<file path="config.mk">
export PLATFORM = sky130hd
export DESIGN_NAME = xyolo_mac_array
export DESIGN_NICKNAME = d
export VERILOG_FILES = /design/src/rtl/xyolo_mac_array.sv
export SDC_FILE = /design/constraint.sdc
export NUM_CORES = 2
export LEC_CHECK = 0
export ABC_CLOCK_PERIOD_IN_PS = 14410
export CELL_PAD_IN_SITES_DETAIL_PLACEMENT = 2
export CELL_PAD_IN_SITES_GLOBAL_PLACEMENT = 2
export CORE_MARGIN = 1
export CORE_UTILIZATION = 35
export DETAILED_ROUTE_END_ITERATION = 12
export GPL_TIMING_DRIVEN = 1
export HOLD_SLACK_MARGIN = 0.05
export MAX_ROUTING_LAYER = met4
export PLACE_DENSITY_LB_ADDON = 0.25
export SLEW_MARGIN = 20
export SYNTH_ARGS = -nofsm -noshare
export SYNTH_HDL_FRONTEND = slang
export SYNTH_SLANG_ARGS = --single-unit
</file>
<file path="constraint.sdc">
create_clock -name clk -period 14.41 [get_ports clk]
set_input_delay 3.6025 -clock clk [delete_from_list [all_inputs] [get_ports clk]]
set_output_delay 3.6025 -clock clk [all_outputs]
set_load 0.01 [all_outputs]
</file>
<file path="src/rtl/xyolo_mac_array.sv">
// YOLO conv datapath: N_MACS signed MACs, registered adder tree, multi-beat accumulator and
// post stage (bias, shift, leaky ReLU, bypass, max-pool). Define XYOLO_SAT_EN for saturating narrowing.
module xyolo_mac_array #(
   parameter int DATAPATH_W = 16,
   parameter int N_MACS     = 4,
   parameter int SHIFT_W    = 6,
   parameter int MP_W       = 3,
   parameter int ACC_GUARD  = 8,
   localparam int LANE_W    = (N_MACS > 1) ? $clog2(N_MACS) : 1
) (
   input  logic                         clk,
   input  logic                         rst,
   input  logic                         in_valid,
   input  logic                         in_last,
   input  logic [N_MACS*DATAPATH_W-1:0] in_pixel,
   input  logic [N_MACS*DATAPATH_W-1:0] in_weight,
   input  logic [DATAPATH_W-1:0]        in_bias,
   input  logic                         cfg_bias,
   input  logic                         cfg_leaky,
   input  logic                         cfg_bypass,
   input  logic [LANE_W-1:0]            cfg_lane,
   input  logic                         cfg_maxpool,
   input  logic [MP_W-1:0]              cfg_mp_len,
   input  logic [SHIFT_W-1:0]           cfg_shift,
   output logic                         out_valid,
   output logic [DATAPATH_W-1:0]        out_data,
   output logic                         busy
);

   localparam int DW    = DATAPATH_W;
   localparam int L     = $clog2(N_MACS);
   localparam int PW    = 2 * DW;
   localparam int ACC_W = PW + L + ACC_GUARD;

   // Stream contract: a beat is taken on every cycle with in_valid=1; there is no ready and no stall.
   typedef struct packed {
      logic          valid;
      logic          first;
      logic          last;
      logic [DW-1:0] byp;
      logic [DW-1:0] bias;
   } meta_t;

   logic                 first_q;
   meta_t                s0_meta;
   logic [N_MACS*DW-1:0] s0_pix;
   logic [N_MACS*DW-1:0] s0_wgt;
   logic [DW-1:0]        byp_sel;

   // Lane 0 is the fallback for any lane index outside the array.
   always_comb begin
      byp_sel = in_pixel[DW-1:0];
      for (int k = 1; k < N_MACS; k++) begin
         if (int'(cfg_lane) == k) byp_sel = in_pixel[k*DW +: DW];
      end
   end

   always_ff @(posedge clk) begin
      if (rst) begin
         first_q       <= 1'b1;
         s0_meta.valid <= 1'b0;
      end else begin
         s0_meta.valid <= in_valid;
         if (in_valid) begin
            first_q       <= in_last;
            s0_meta.first <= first_q;
            s0_meta.last  <= in_last;
            s0_meta.byp   <= byp_sel;
            s0_meta.bias  <= in_bias;
            s0_pix        <= in_pixel;
            s0_wgt        <= in_weight;
         end
      end
   end

   // meta[k] rides alongside tree level k (level 0 = products).
   meta_t meta [L+1];

   always_ff @(posedge clk) begin
      if (rst) begin
         for (int k = 0; k <= L; k++) meta[k].valid <= 1'b0;
      end else begin
         meta[0] <= s0_meta;
         for (int k = 1; k <= L; k++) meta[k] <= meta[k-1];
      end
   end

   for (genvar j = 0; j <= L; j++) begin : g_lvl
      localparam int LW  = PW + j;
      localparam int CNT = N_MACS >> j;
      logic signed [LW-1:0] sum [CNT];
      if (j == 0) begin : g_mul
         always_ff @(posedge clk) begin
            for (int i = 0; i < CNT; i++)
               sum[i] <= PW'($signed(s0_pix[i*DW +: DW])) * PW'($signed(s0_wgt[i*DW +: DW]));
         end
      end else begin : g_add
         always_ff @(posedge clk) begin
            for (int i = 0; i < CNT; i++)
               sum[i] <= LW'(g_lvl[j-1].sum[2*i]) + LW'(g_lvl[j-1].sum[2*i+1]);
         end
      end
   end

   meta_t                    mt;
   logic signed [ACC_W-1:0]  tree_ext;
   logic signed [ACC_W-1:0]  bias_ext;
   logic signed [ACC_W-1:0]  acc_base;
   logic signed [ACC_W-1:0]  acc;
   logic                     acc_fire;
   logic signed [DW-1:0]     acc_byp;

   assign mt       = meta[L];
   assign tree_ext = ACC_W'(g_lvl[L].sum[0]);

   always_comb begin
      bias_ext = {{(ACC_W-DW){mt.bias[DW-1]}}, mt.bias};
      acc_base = acc;
      if (mt.first) acc_base = cfg_bias ? (bias_ext <<< cfg_shift) : '0;
   end

   always_ff @(posedge clk) begin
      if (rst) begin
         acc      <= '0;
         acc_fire <= 1'b0;
         acc_byp  <= '0;
      end else begin
         acc_fire <= mt.valid & mt.last;
         if (mt.valid) begin
            acc     <= acc_base + tree_ext;
            acc_byp <= mt.byp;
         end
      end
   end

   logic signed [DW-1:0] narrowed;
   logic signed [DW-1:0] post;

`ifdef XYOLO_SAT_EN
   localparam logic signed [ACC_W-1:0] SAT_MAX = {{(ACC_W-DW+1){1'b0}}, {(DW-1){1'b1}}};
   localparam logic signed [ACC_W-1:0] SAT_MIN = {{(ACC_W-DW+1){1'b1}}, {(DW-1){1'b0}}};
   logic signed [ACC_W-1:0] shifted;

   always_comb begin
      shifted = acc >>> cfg_shift;
      if (shifted > SAT_MAX)      narrowed = {1'b0, {(DW-1){1'b1}}};
      else if (shifted < SAT_MIN) narrowed = {1'b1, {(DW-1){1'b0}}};
      else                        narrowed = shifted[DW-1:0];
   end
`else
   assign narrowed = DW'(acc >>> cfg_shift);
`endif

   always_comb begin
      post = narrowed;
      if (cfg_leaky && narrowed[DW-1]) post = narrowed >>> 3;
      if (cfg_bypass) post = acc_byp;
   end

   logic [MP_W-1:0]      mp_cnt;
   logic signed [DW-1:0] mp_max;
   logic signed [DW-1:0] mp_cand;

   // Strict '>' keeps the earlier value on ties; the first result of a window always loads.
   assign mp_cand = ((mp_cnt == '0) || (post > mp_max)) ? post : mp_max;

   always_ff @(posedge clk) begin
      if (rst) begin
         out_valid <= 1'b0;
         out_data  <= '0;
         mp_max    <= '0;
         mp_cnt    <= '0;
      end else begin
         out_valid <= 1'b0;
         if (acc_fire) begin
            if (!cfg_maxpool) begin
               out_valid <= 1'b1;
               out_data  <= post;
               mp_cnt    <= '0;
            end else begin
               mp_max <= mp_cand;
               if (mp_cnt == cfg_mp_len) begin
                  out_valid <= 1'b1;
                  out_data  <= mp_cand;
                  mp_cnt    <= '0;
               end else begin
                  mp_cnt <= mp_cnt + MP_W'(1);
               end
            end
         end
      end
   end

   always_comb begin
      busy = s0_meta.valid | ~first_q | acc_fire | (mp_cnt != '0);
      for (int k = 0; k <= L; k++) busy = busy | meta[k].valid;
   end

endmodule

</file>
Word-level counts from Yosys, hierarchy flattened

Memories as Yosys holds them, arrays and structs flattened.
Cells that the tools add are included.

Shifts and indexed selects: 2
Add/subtract/negate cells: 5
Mux-type cells: 20
Bitwise operators: 13
Reduce and logical (&&, ||, !) cells: 8
Multiply operators: 4
Eq/ne operators: 5
Magnitude comparators: 1

Operator list:

| kind                                                   | number |
|---|---|
| multiplier 16 x 16 -> 32 bit                           | 4 |
| 2-to-1 mux 16 bit                                      | 7 |
| 2-to-1 mux 42 bit                                      | 2 |
| adder 32 x 32 -> 33 bit                                | 2 |
| adder 42 x 34 -> 42 bit                                | 1 |
| <<< shifter 42 x 6 -> 42 bit                           | 1 |
| >>> shifter 42 x 6 -> 16 bit                           | 1 |
| adder 33 x 33 -> 34 bit                                | 1 |
| > comparator 16 bit                                    | 1 |
| 2-to-1 mux 15 bit                                      | 1 |
| OR 1 bit                                               | 9 |
| 2-to-1 mux 1 bit                                       | 8 |
| 2-to-1 mux 3 bit                                       | 2 |
| AND reduction 2 bit                                    | 3 |
| == test 2 bit (second input constant)                  | 2 |
| adder 3 x 1 -> 3 bit (second input constant)           | 1 |
| == test 3 bit                                          | 1 |
| logical NOT 3 bit                                      | 1 |
| inverter 1 bit                                         | 3 |
| nonzero test 3 bit                                     | 1 |
| == test 2 x 1 -> 1 bit (second input constant)         | 1 |
| inequality test 2 x 1 -> 1 bit (second input constant) | 1 |
| OR reduction 2 bit                                     | 1 |
| AND 1 bit                                              | 1 |
| 2 further kinds                                        | 2 |

Memories: 4
Flip-flop bits (word level): 259
Bits in writable memories: 333

Memories:

| memory       | words | bits a word | read ports | clocked after Yosys merged registers in | wr ports | line | RTL |
|---|---|---|---|---|---|---|---|
| g_lvl[0].sum | 4     | 32          | 4          | 0                                       | 4        | 91   | `logic signed [LW-1:0] sum [CNT];` |
| meta         | 3     | 35          | 3          | 0                                       | 3        | 77   | `meta_t meta [L+1];` |
| g_lvl[1].sum | 2     | 33          | 2          | 0                                       | 2        | 91   |  |
| g_lvl[2].sum | 1     | 34          | 1          | 0                                       | 1        | 91   |  |

Longest topological paths before layout

Depth after elaboration: 9
Mapped depth: 25

Worst setup path after synthesis

OpenSTA, ideal clock, no wires.

Path type: in2reg
Start: input port rst
End: register s0_meta[0] (netlist bit) (enable)
Slack: 2.622 ns
Cell stages on the path: 3
Library setup time: 0.702 ns
Arrival time: 11.086 ns
Path buffers: 2
Cells stage by stage: clkbuf_1 clkbuf_1 nor2b_1

Longest elaborated chain between the ends: 2

Ends and longest elaborated chain:

| item                          | line | RTL |
|---|---|---|
| from (decl)                   | 12   | `input logic rst,` |
| inverter 1 bit (no line)      | n/a  |  |
| AND reduction 2 bit (no line) | n/a  |  |
| to (decl)                     | 45   | `meta_t s0_meta;` |

Every way passes these cells.
A chain may end at the register's enable or synchronous reset.

Worst setup path after layout

Start: input port cfg_shift[4]
End: register out_data[2]

Longest elaborated chain between the ends: 9

Ends and longest elaborated chain:

| item                             | line | RTL |
|---|---|---|
| from (decl)                      | 24   | `input logic [SHIFT_W-1:0] cfg_shift,` |
| >>> shifter 42 x 6 -> 16 bit (*) | 151  | `assign narrowed = DW'(acc >>> cfg_shift);` |
| logical AND 1 bit                | 156  | `if (cfg_leaky && narrowed[DW-1]) post = narrowed >>> 3;` |
| 2-to-1 mux 15 bit                | 156  |  |
| 2-to-1 mux 16 bit (*)            | 157  | `if (cfg_bypass) post = acc_byp;` |
| > comparator 16 bit              | 165  | `assign mp_cand = ((mp_cnt == '0) \|\| (post > mp_max)) ? post : mp_max;` |
| logical OR 1 bit                 | 165  |  |
| 2-to-1 mux 16 bit                | 165  |  |
| 2-to-1 mux 16 bit                | 182  | `if (mp_cnt == cfg_mp_len) begin` |
| 2-to-1 mux 16 bit (*)            | 176  | `if (!cfg_maxpool) begin` |
| to (signal assigned)             | 178  | `out_data <= post;` |
| to (signal assigned)             | 184  | `out_data <= mp_cand;` |
| to (decl)                        | 26   | `output logic [DATAPATH_W-1:0] out_data,` |

Mark *: on every way between the ends. The rest lies on a longest branch, timed or not. The select of a mux whose other input is x is not followed.

==> run summary <==
Overall routing resource usage: 23.8%
Via-per-instance ratio: 5.14
Mapped Area: 67200 µm²
Clock-pin slew on the worst setup and hold paths: 0.06 ns
Mapped Avg Cell Area: 9.94 µm²
Port Buf Inserts: 180
Hold Path Depth: 1
Antenna viol nets, final: 0
First-pass GRT wire length: 340000 µm
CP max FO: 32
# fillers: 20400
Top-area cell type share of the netlist area: 31.4%
Die width: 440 µm
CTS Buf Count: 77
Grt ovf: 0
Area grow syn2layout: 10.7%
Nets@finish: 8517
Max-slew violation count: 0
Root buffer cell: clkbuf_16
Final hold violations: 0
Fin crit share: 66.5%
Most frequent cell after synthesis: inv_1
TNS Setup: 0 ns
FFs w/ async S/R, synth: 0%
HP Class: reg2reg
WP data required: 15.05 ns
Met3 routed WL: 4810 µm
Detailed-route DRC error count: 0
Core area: 190000 µm²
Die ar.: 194000 µm²
Crit path DAT: 10.22 ns
Vias in the first global route: 56500
DP HPWL: 177000 µm
Clock skew: 0.0644 ns
Number of enable flip-flop cells after synthesis: 264
Largest net degree at the start of global routing: 98
Fmax: 104 MHz
Area leader, netlist: fa_1
Htree depth: 3
#FFs+latches synth: 592
Wirelength per Cell: 23.3 µm
Slew @ Worst Pin: 1.00 ns
Initial core utilization: 35.3%
FF-to-FF path depth: 22
Layout cell share with drive strength beyond 1: 4.33%
Min-Delay Startpoint: meta[0][102]$_DFFE_PN_
Main synth FF type: dfxtp_1
Most instantiated cells after synthesis: inv_1, fa_1, nand2_1, and2_1, ha_1
Final min period: 9.58 ns
Netlist cell types: 85
Status: finished clean
FF-to-FF End: g_lvl[0].sum[2][31]$_DFF_P_
Ports: 181
Final wirelength: 219000 µm
Non-filler cells, final: 9400
CP Capture Type: flip-flop
DR pass1 iterations: 5
CTS-repair resized insts: 0
Post-CTS Setup Bufs: 0
Unrepaired setup endpoints after global routing: no
Clk_lat worst skew: 0.75 ns
Reg-to-Reg Start: s0_pix[40]$_DFFE_PP_
Mapped Cells: 6755
Initial DRC Count: 1792
YS warnings: 0
Worst slew margin: 33.1%
Share of the yosys chip area belonging to registers: 21.6%
Max Cap Viol: 0
Final Setup Violations: 0
Std cell rows: 160
Kind of critical path: in2reg
CTS tree: built
Longest Clk Path Bufs: 3
Inst Count DP: 9250
DR vias: 48300
Met2 WL: 116000 µm
Hold buffer count at CTS: 0
Initial antenna violation count: 13
Area contributors post-synth: fa_1, edfxtp_1, dfxtp_1
Wire length on met1: 88100 µm
Worst Setup Start Kind: input pin
Top layer in use: met4
DIE HEIGHT: 440 µm
Clock net sink count: 592
GPL Wtd Cong: 0.898
Hold endpoint: acc_fire$_SDFF_PP0_
Post-Syn Nets: 8454
Flop-to-flop setup slack: 7.04 ns
[state kept, by name, indices dropped and copies added (netlist names)]
| register | cells |
|---|---|
| g_lvl.sum | 228 |
| acc | 42 |
| acc_fire | 1 |
| mp_cnt | 3 |
| out_valid | 1 |
| s0_wgt | 64 |
| first_q | 1 |
| out_data | 16 |
| mp_max | 16 |
| acc_byp | 16 |
| s0_pix | 64 |
| meta | 105 |
| s0_meta | 35 |
[worst max-delay path by stage]
| stage | start | to | slack [ns] | cells after the start |
|---|---|---|---|---|
| floorplan | rst | s0_meta[0]$_DFFE_PP_ | 2.62 | 3 |
| global placement | cfg_shift[4] | out_data[2]$_SDFFE_PP0P_ | 4.21 | 21 |
| detailed placement | cfg_shift[4] | out_data[1]$_SDFFE_PP0P_ | 4.11 | 21 |
| CTS | cfg_shift[4] | out_data[2]$_SDFFE_PP0P_ | 4.87 | 21 |
| global route | cfg_shift[4] | out_data[1]$_SDFFE_PP0P_ | 4.53 | 21 |
| finish | cfg_shift[4] | out_data[2]$_SDFFE_PP0P_ | 4.83 | 21 |
[area by class of cell]
type / instances / area, µm² / area share [%]
Timing Repair Buffer: 217 / 2090 / 2.81
Tap cell: 2511 / 3140 / 4.22
Multi-Input combinational cell: 4709 / 47200 / 63.4
Sequential cell: 592 / 14500 / 19.5
Clock inverter: 44 / 718 / 0.966
Antenna cell: 6 / 15.0 / 0.0202
Clock buffer: 100 / 2170 / 2.92
Inverter: 1221 / 4590 / 6.17
[metal layers]
metal	track usage, %	up-vias
met5	-	-
met4	9.34	0
met3	2.14	335
met2	42.8	642
met1	27.2	25700
li1	-	21600
[logic make-up (layout without fill, tap and decap cells)]
| logic type | Yosys count | count (layout) | synth area share, % |
|---|---|---|---|
| buffers and inverters | 1454 | 1582 | 8.23 |
| other | 0 | 6 | 0 |
| DFF | 592 | 592 | 21.6 |
| and+or+nand+nor | 1858 | 1858 | 13.6 |
| AOI/OAI and AO/OA | 866 | 866 | 8.51 |
| muxes | 188 | 188 | 4.27 |
| xor gates and xnor gates | 261 | 261 | 3.40 |
| adders and majority gates | 1536 | 1536 | 40.4 |
[through the flow]
stage                     hold WS, ns  setup slack [ns]  utilization (%)  area [µm²]
after floorplan                 0.420              2.62                -       67200
final                           0.452              4.83             39.1       74400
after CTS                       0.460              4.87             39.1       74400
after global placement          0.427              4.21             37.5       71500
after global routing            0.475              4.53             39.1       74400
after detailed placement        0.450              4.11             37.5       71500
[layout by cell type (no fill, tap or decap), types with 40 or more instances in the layout]
cell	netlist	final
nand3_1	46	46
and2_1	515	516
a211oi_1	48	48
mux2i_1	98	98
a21o_1	130	130
fa_1	1052	1052
nor2_1	289	288
inv_1	1217	1216
xnor2_1	198	198
dfxtp_1	328	327
nand2b_1	52	52
ha_1	484	484
nand2_1	678	678
clkbuf_16	0	81
o21bai_1	40	40
mux4_2	75	75
o21ai_0	150	150
clkdlybuf4s50_1	0	177
xor2_1	63	63
edfxtp_1	264	264
nor2b_1	138	137
a21oi_1	241	240
[critical path, stage by stage]
cell and delay (ns):
clkdlybuf4s50_1 0.46, buf_4 0.38, clkinv_1 0.86, nand2_1 0.78, nand2_1 0.15, o211ai_1 0.13
a21boi_0 0.40, o21ai_1 0.20, o21ai_2 0.24, ha_1 0.27, nor2b_1 0.13, o21a_1 0.16
o21a_1 0.16, o21ai_1 0.12, a21oi_1 0.09, or4b_1 0.55, a31oi_2 0.70, buf_4 0.35
nor2_1 0.06, a211o_1 0.27, a21oi_1 0.14
Power is left out: the tool's default activity adds up to more than one toggle a clock period on the data nets, which glitch-free logic cannot reach.
